### src/rtl/ped_btn_conditioner.sv
// rtl/ped_btn_conditioner.sv - pedestrian button synchroniser, debouncer and request latch with hold-off
// Optional saturating press counter on press_count when PED_PRESS_CNT_EN is defined.
module ped_btn_conditioner #(
  parameter int SYNC_STAGES     = 2,
  parameter int DEBOUNCE_CYCLES = 8,
  parameter int HOLDOFF_CYCLES  = 16
) (
  input  logic       clk,
  input  logic       reset,
  input  logic       btn_raw,
  input  logic       ped_walk,
  output logic       ped_btn,
  output logic       wait_lamp
`ifdef PED_PRESS_CNT_EN
  ,
  output logic [7:0] press_count
`endif
);

  localparam int DW = $clog2(DEBOUNCE_CYCLES + 1);
  localparam int HW = (HOLDOFF_CYCLES > 1) ? $clog2(HOLDOFF_CYCLES) : 1;
  localparam logic [DW-1:0] DB_LAST = DW'(DEBOUNCE_CYCLES - 1);
  localparam logic [HW-1:0] HO_LAST = HW'(HOLDOFF_CYCLES - 1);

  typedef enum logic [1:0] {IDLE, ARMED, SERVING, HOLDOFF} state_t;

  logic [SYNC_STAGES-1:0] sync;
  logic                   btn_s;
  logic                   db;
  logic                   db_prev;
  logic [DW-1:0]          db_cnt;
  logic                   press;
  logic [HW-1:0]          ho_cnt;
  logic                   pending;
  logic                   pending_next;
  state_t                 state;
  state_t                 state_next;

  assign btn_s = sync[SYNC_STAGES-1];
  assign press = db & ~db_prev;

  always_ff @(posedge clk or posedge reset) begin
    if (reset) begin
      sync    <= '0;
      db      <= 1'b0;
      db_prev <= 1'b0;
      db_cnt  <= '0;
    end else begin
      sync    <= {sync[SYNC_STAGES-2:0], btn_raw};
      db_prev <= db;
      if (btn_s == db) begin
        db_cnt <= '0;
      end else if (db_cnt == DB_LAST) begin
        db     <= btn_s;
        db_cnt <= '0;
      end else begin
        db_cnt <= db_cnt + 1'b1;
      end
    end
  end

  always_comb begin
    state_next   = state;
    pending_next = pending;
    case (state)
      IDLE:    if (press) state_next = ARMED;
      ARMED:   if (ped_walk) state_next = SERVING;
      SERVING: if (!ped_walk) state_next = HOLDOFF;
      HOLDOFF: begin
        if (press) pending_next = 1'b1;
        if (ho_cnt == HO_LAST) begin
          pending_next = 1'b0;
          state_next   = (pending || press) ? ARMED : IDLE;
        end
      end
      default: state_next = IDLE;
    endcase
  end

  // Outputs are registered from the next state so they change on the same edge as the FSM.
  always_ff @(posedge clk or posedge reset) begin
    if (reset) begin
      state     <= IDLE;
      pending   <= 1'b0;
      ho_cnt    <= '0;
      ped_btn   <= 1'b0;
      wait_lamp <= 1'b0;
    end else begin
      state     <= state_next;
      pending   <= pending_next;
      ped_btn   <= (state_next == ARMED);
      wait_lamp <= (state_next == ARMED) || ((state_next == HOLDOFF) && pending_next);
      if (state == SERVING) begin
        ho_cnt <= '0;
      end else if ((state == HOLDOFF) && (ho_cnt != HO_LAST)) begin
        ho_cnt <= ho_cnt + 1'b1;
      end
    end
  end

`ifdef PED_PRESS_CNT_EN
  logic arm_event;
  assign arm_event = (state_next == ARMED) && ((state == IDLE) || (state == HOLDOFF));

  always_ff @(posedge clk or posedge reset) begin
    if (reset) begin
      press_count <= 8'd0;
    end else if (arm_event && (press_count != 8'hFF)) begin
      press_count <= press_count + 8'd1;
    end
  end
`endif

endmodule
### config.mk
export PLATFORM = sky130hd
export DESIGN_NAME = ped_btn_conditioner
export DESIGN_NICKNAME = d
export VERILOG_FILES = /design/src/rtl/ped_btn_conditioner.sv
export SDC_FILE = /design/constraint.sdc
export NUM_CORES = 1
export LEC_CHECK = 0
export CORE_MARGIN = 8
export CORE_UTILIZATION = 58
export CTS_CLUSTER_SIZE = 28
export DETAILED_ROUTE_END_ITERATION = 7
export GPL_ROUTABILITY_DRIVEN = 0
export PLACE_DENSITY = 0.8
export SYNTH_ARGS = -nofsm -noshare
export SYNTH_HDL_FRONTEND = slang
export SYNTH_SLANG_ARGS = --single-unit
### constraint.sdc
create_clock -name clk -period 3.6 [get_ports clk]
set_input_delay 0.9 -clock clk [delete_from_list [all_inputs] [get_ports clk]]
set_output_delay 0.9 -clock clk [all_outputs]
set_load 0.1 [all_outputs]
==> results_dict.tcl <==
set metrics [dict create \
    slew_headroom_pct 35.67 \
    finalMaxSlewViolations 0 \
    ys_top_cells_by_area "dfrtp_1 53%, ha_1 3.1%, buf_6 2.8%" \
    final_antenna_net_count 0 \
    path_delay_family "buffers and inverters" \
    cts_tree "built" \
    start_util_pct 61.73 \
    synth_cells 69 \
    synth_top_area_share_pct 52.96 \
    cts_resized 0 \
    port_buffers 5 \
    synthFlopType "dfrtp_1" \
    diodes 0 \
    min_path_type "register to register" \
    yosys_register_bits 17 \
    worstSetupPathType "register to primary output" \
    grtUsageTotal_pct 10.42 \
    crit_path_max_fanout 1 \
    netlist_area_sq_um 803.3 \
    crit_chain "clkdlybuf4s50_1" \
    peakVddDrop_mv 0.4608 \
    max_stage_delay_ns 1.12 \
    reg2regPathDepth 3 \
    final_hold_viol_count 0 \
    dr.first_iter.drc_count 7 \
    cts_root_buffer "clkbuf_4" \
    whs_endpoint "sync[1]$_DFF_PP0_" \
    htreeDepth 1 \
    syn_to_final_growth_pct 9.190 \
    setup_viol_count_final 0 \
    max_cap_viol_count 0 \
    skew_ns 0.002505 \
    wl_per_cell_microns 14.38 \
    clkTransAtPathRegs_ns 0.10 \
    grt_first_pass_wirelength_microns 2180 \
    arrival_ns 1.75 \
    cts_buffer_depth 2 \
    syn_area_per_cell_sq_um 11.64 \
    cts_setup_buffers 0 \
    die_h_microns 53.22 \
    synth_top_area_cell "dfrtp_1" \
    start_kind "register" \
    synth.yosys.seq_area_share_pct 52.96 \
    power_density_nw_per_um2 846.7 \
    hold_buffers 0 \
    r2r-start "ho_cnt[0]$_DFFE_PP0P_" \
    die_w_microns 53.22 \
    drc 0 \
    dp_hpwl_microns 955.6 \
    viasPerCell 5.681 \
    status "finished, final reports clean" \
    hp-start "sync[0]$_DFF_PP0_" \
    worstPathRequired_ns 2.70 \
    fmax_mhz 377.2 \
    cts_sinks 17 \
    vias 517 \
    synth_most_common_cell "dfrtp_1" \
    rsz0062_at_grt "false" \
    grt_pass1_vias 514 \
    coreArea_sq_um 1301 \
    period_share_pct 73.65 \
    syn_nets 75 \
    worstHoldPathCells 0 \
    yosysUniqueCellTypes 31 \
    dieArea_sq_um 2832 \
    drt-total-wl_microns 1309 \
    grt_max_degree 18 \
    yosysWarnings 0 \
    global_route.overflow_total 0 \
    power.leakage_uw 0.0003869 \
    r2r-end "ho_cnt[0]$_DFFE_PP0P_" \
    grt_antenna_before_repair 0 \
    slowest_stage "clkdlybuf4s50_1" \
    first_pass_iters 4 \
    clkLatencyLatePin_ns 0.29 \
    synth-edff-count 0 \
    r2r_slack_ns 2.25 \
    async_reset_ff_share_pct 100.0 \
    io_pins 6 \
    crit_path_end_kind "primary output" \
    crit_buf_inv 1 \
    max_slew.worst_pin.slew_ns 0.9620 \
    final_nets 83 \
    fp-row-count 13 \
    drive_above_1_share_pct 21.05 \
    cts_made_buffers 3 \
    fin_crit_ns 2.651 \
    synthTopCellsByCount "17 x dfrtp_1, 5 x nand2_1, 5 x nor2_1" \
    stdcell_count 91 \
    dp.cells 87 \
    setup_tns_ns 0 \
]
-- metal layers --
layer	global-route usage [%]	vias up	wire, microns
li1	-	262	-
met1	12.31	246	628
met2	17.19	7	619
met3	2.521	2	33
met4	5.042	0	28
met5	0	-	0
-- where the power goes --
| part | internal (uW) | switching, uW |
|---|---|---|
| combinational | 122 | 170 |
| clock | 41.4 | 62.6 |
| sequential | 258 | 88.5 |
| total | 422 | 321 |
-- per-stage QoR --
| stage | utilization, % | total power [uW] | instance area, sq um | hold slack, ns | setup slack [ns] |
|---|---|---|---|---|---|
| after floorplan | - | 587.6 | 803.3 | 0.3312 | 1.817 |
| after global placement | 65.29 | 626.9 | 849.6 | 0.3351 | 1.272 |
| after detailed placement | 65.29 | 644.1 | 849.6 | 0.3465 | 1.266 |
| after CTS | 67.40 | 748.9 | 877.1 | 0.3705 | 0.9294 |
| after global routing | 67.40 | 794.0 | 877.1 | 0.3811 | 0.9104 |
| final | 67.40 | 742.6 | 877.1 | 0.3655 | 0.9488 |
-- state kept, by name (all words and copies together), names as in the netlist --
name,flops
sync,2
wait_lamp,1
db,1
db_prev,1
db_cnt,4
state,2
pending,1
ped_btn,1
ho_cnt,4
-- worst max-delay path by stage --
stage | startpoint | to | slack (ns) | cells after the start
2_1_floorplan | ped_btn$_DFF_PP0_ | ped_btn | 1.82 | 0
3_3_place_gp | ped_btn$_DFF_PP0_ | ped_btn | 1.27 | 1
3_5_place_dp | ped_btn$_DFF_PP0_ | ped_btn | 1.27 | 1
4_1_cts | ped_btn$_DFF_PP0_ | ped_btn | 0.93 | 1
5_1_grt | wait_lamp$_DFF_PP0_ | wait_lamp | 0.91 | 1
6_report | ped_btn$_DFF_PP0_ | ped_btn | 0.95 | 1
-- cell type report --
cell class	instances	area, sq um
Clock buffer	3	22.52
Inverter	2	7.507
Timing Repair Buffer	5	50.05
Fill cell	114	424.2
Sequential cell	17	425.4
Tap cell	15	18.77
Multi-Input combinational cell	48	347.8
Clock inverter	1	5.005
-- cell families after synthesis --
kind of cell	synth area share, %
AOI/OAI and AO/OA	17.45
and+or+nand+nor	17.91
buffers and inverters	3.737
DFF	52.96
adders and majority gates	3.115
muxes	2.648
xor gates and xnor gates	2.181
-- worst register-to-register path: stages (launching register included) --
cell      delay [ns]
dfrtp_1         0.46
ha_1            0.29
and3_1          0.24
o311ai_2        0.27
-- cell usage in the layout, fill, tap and decap left out, drive strengths merged --
| cell type | Yosys | layout |
|---|---|---|
| dfrtp | 17 | 17 |
| nor2 | 7 | 7 |
| nand2 | 5 | 5 |
| clkdlybuf4s50 | 0 | 5 |
| nand3 | 5 | 5 |
| a21oi | 4 | 4 |
| o21ai | 4 | 4 |
| clkbuf | 0 | 3 |
| and3 | 2 | 2 |
| xnor2 | 2 | 2 |
| nor2b | 2 | 2 |
| nand2b | 2 | 2 |
| ha | 2 | 2 |
| inv | 2 | 2 |
| o2bb2ai | 1 | 1 |
| nand3b | 1 | 1 |
| and2b | 1 | 1 |
| o31ai | 1 | 1 |
| a211oi | 1 | 1 |
| nor3 | 1 | 1 |
| o32ai | 1 | 1 |
| a31oi | 1 | 1 |
| o22ai | 1 | 1 |
| mux2i | 1 | 1 |
| a41oi | 1 | 1 |
| mux2 | 1 | 1 |
| o311ai | 1 | 1 |
| clkinv | 0 | 1 |
(Power assumes the default switching activity.)
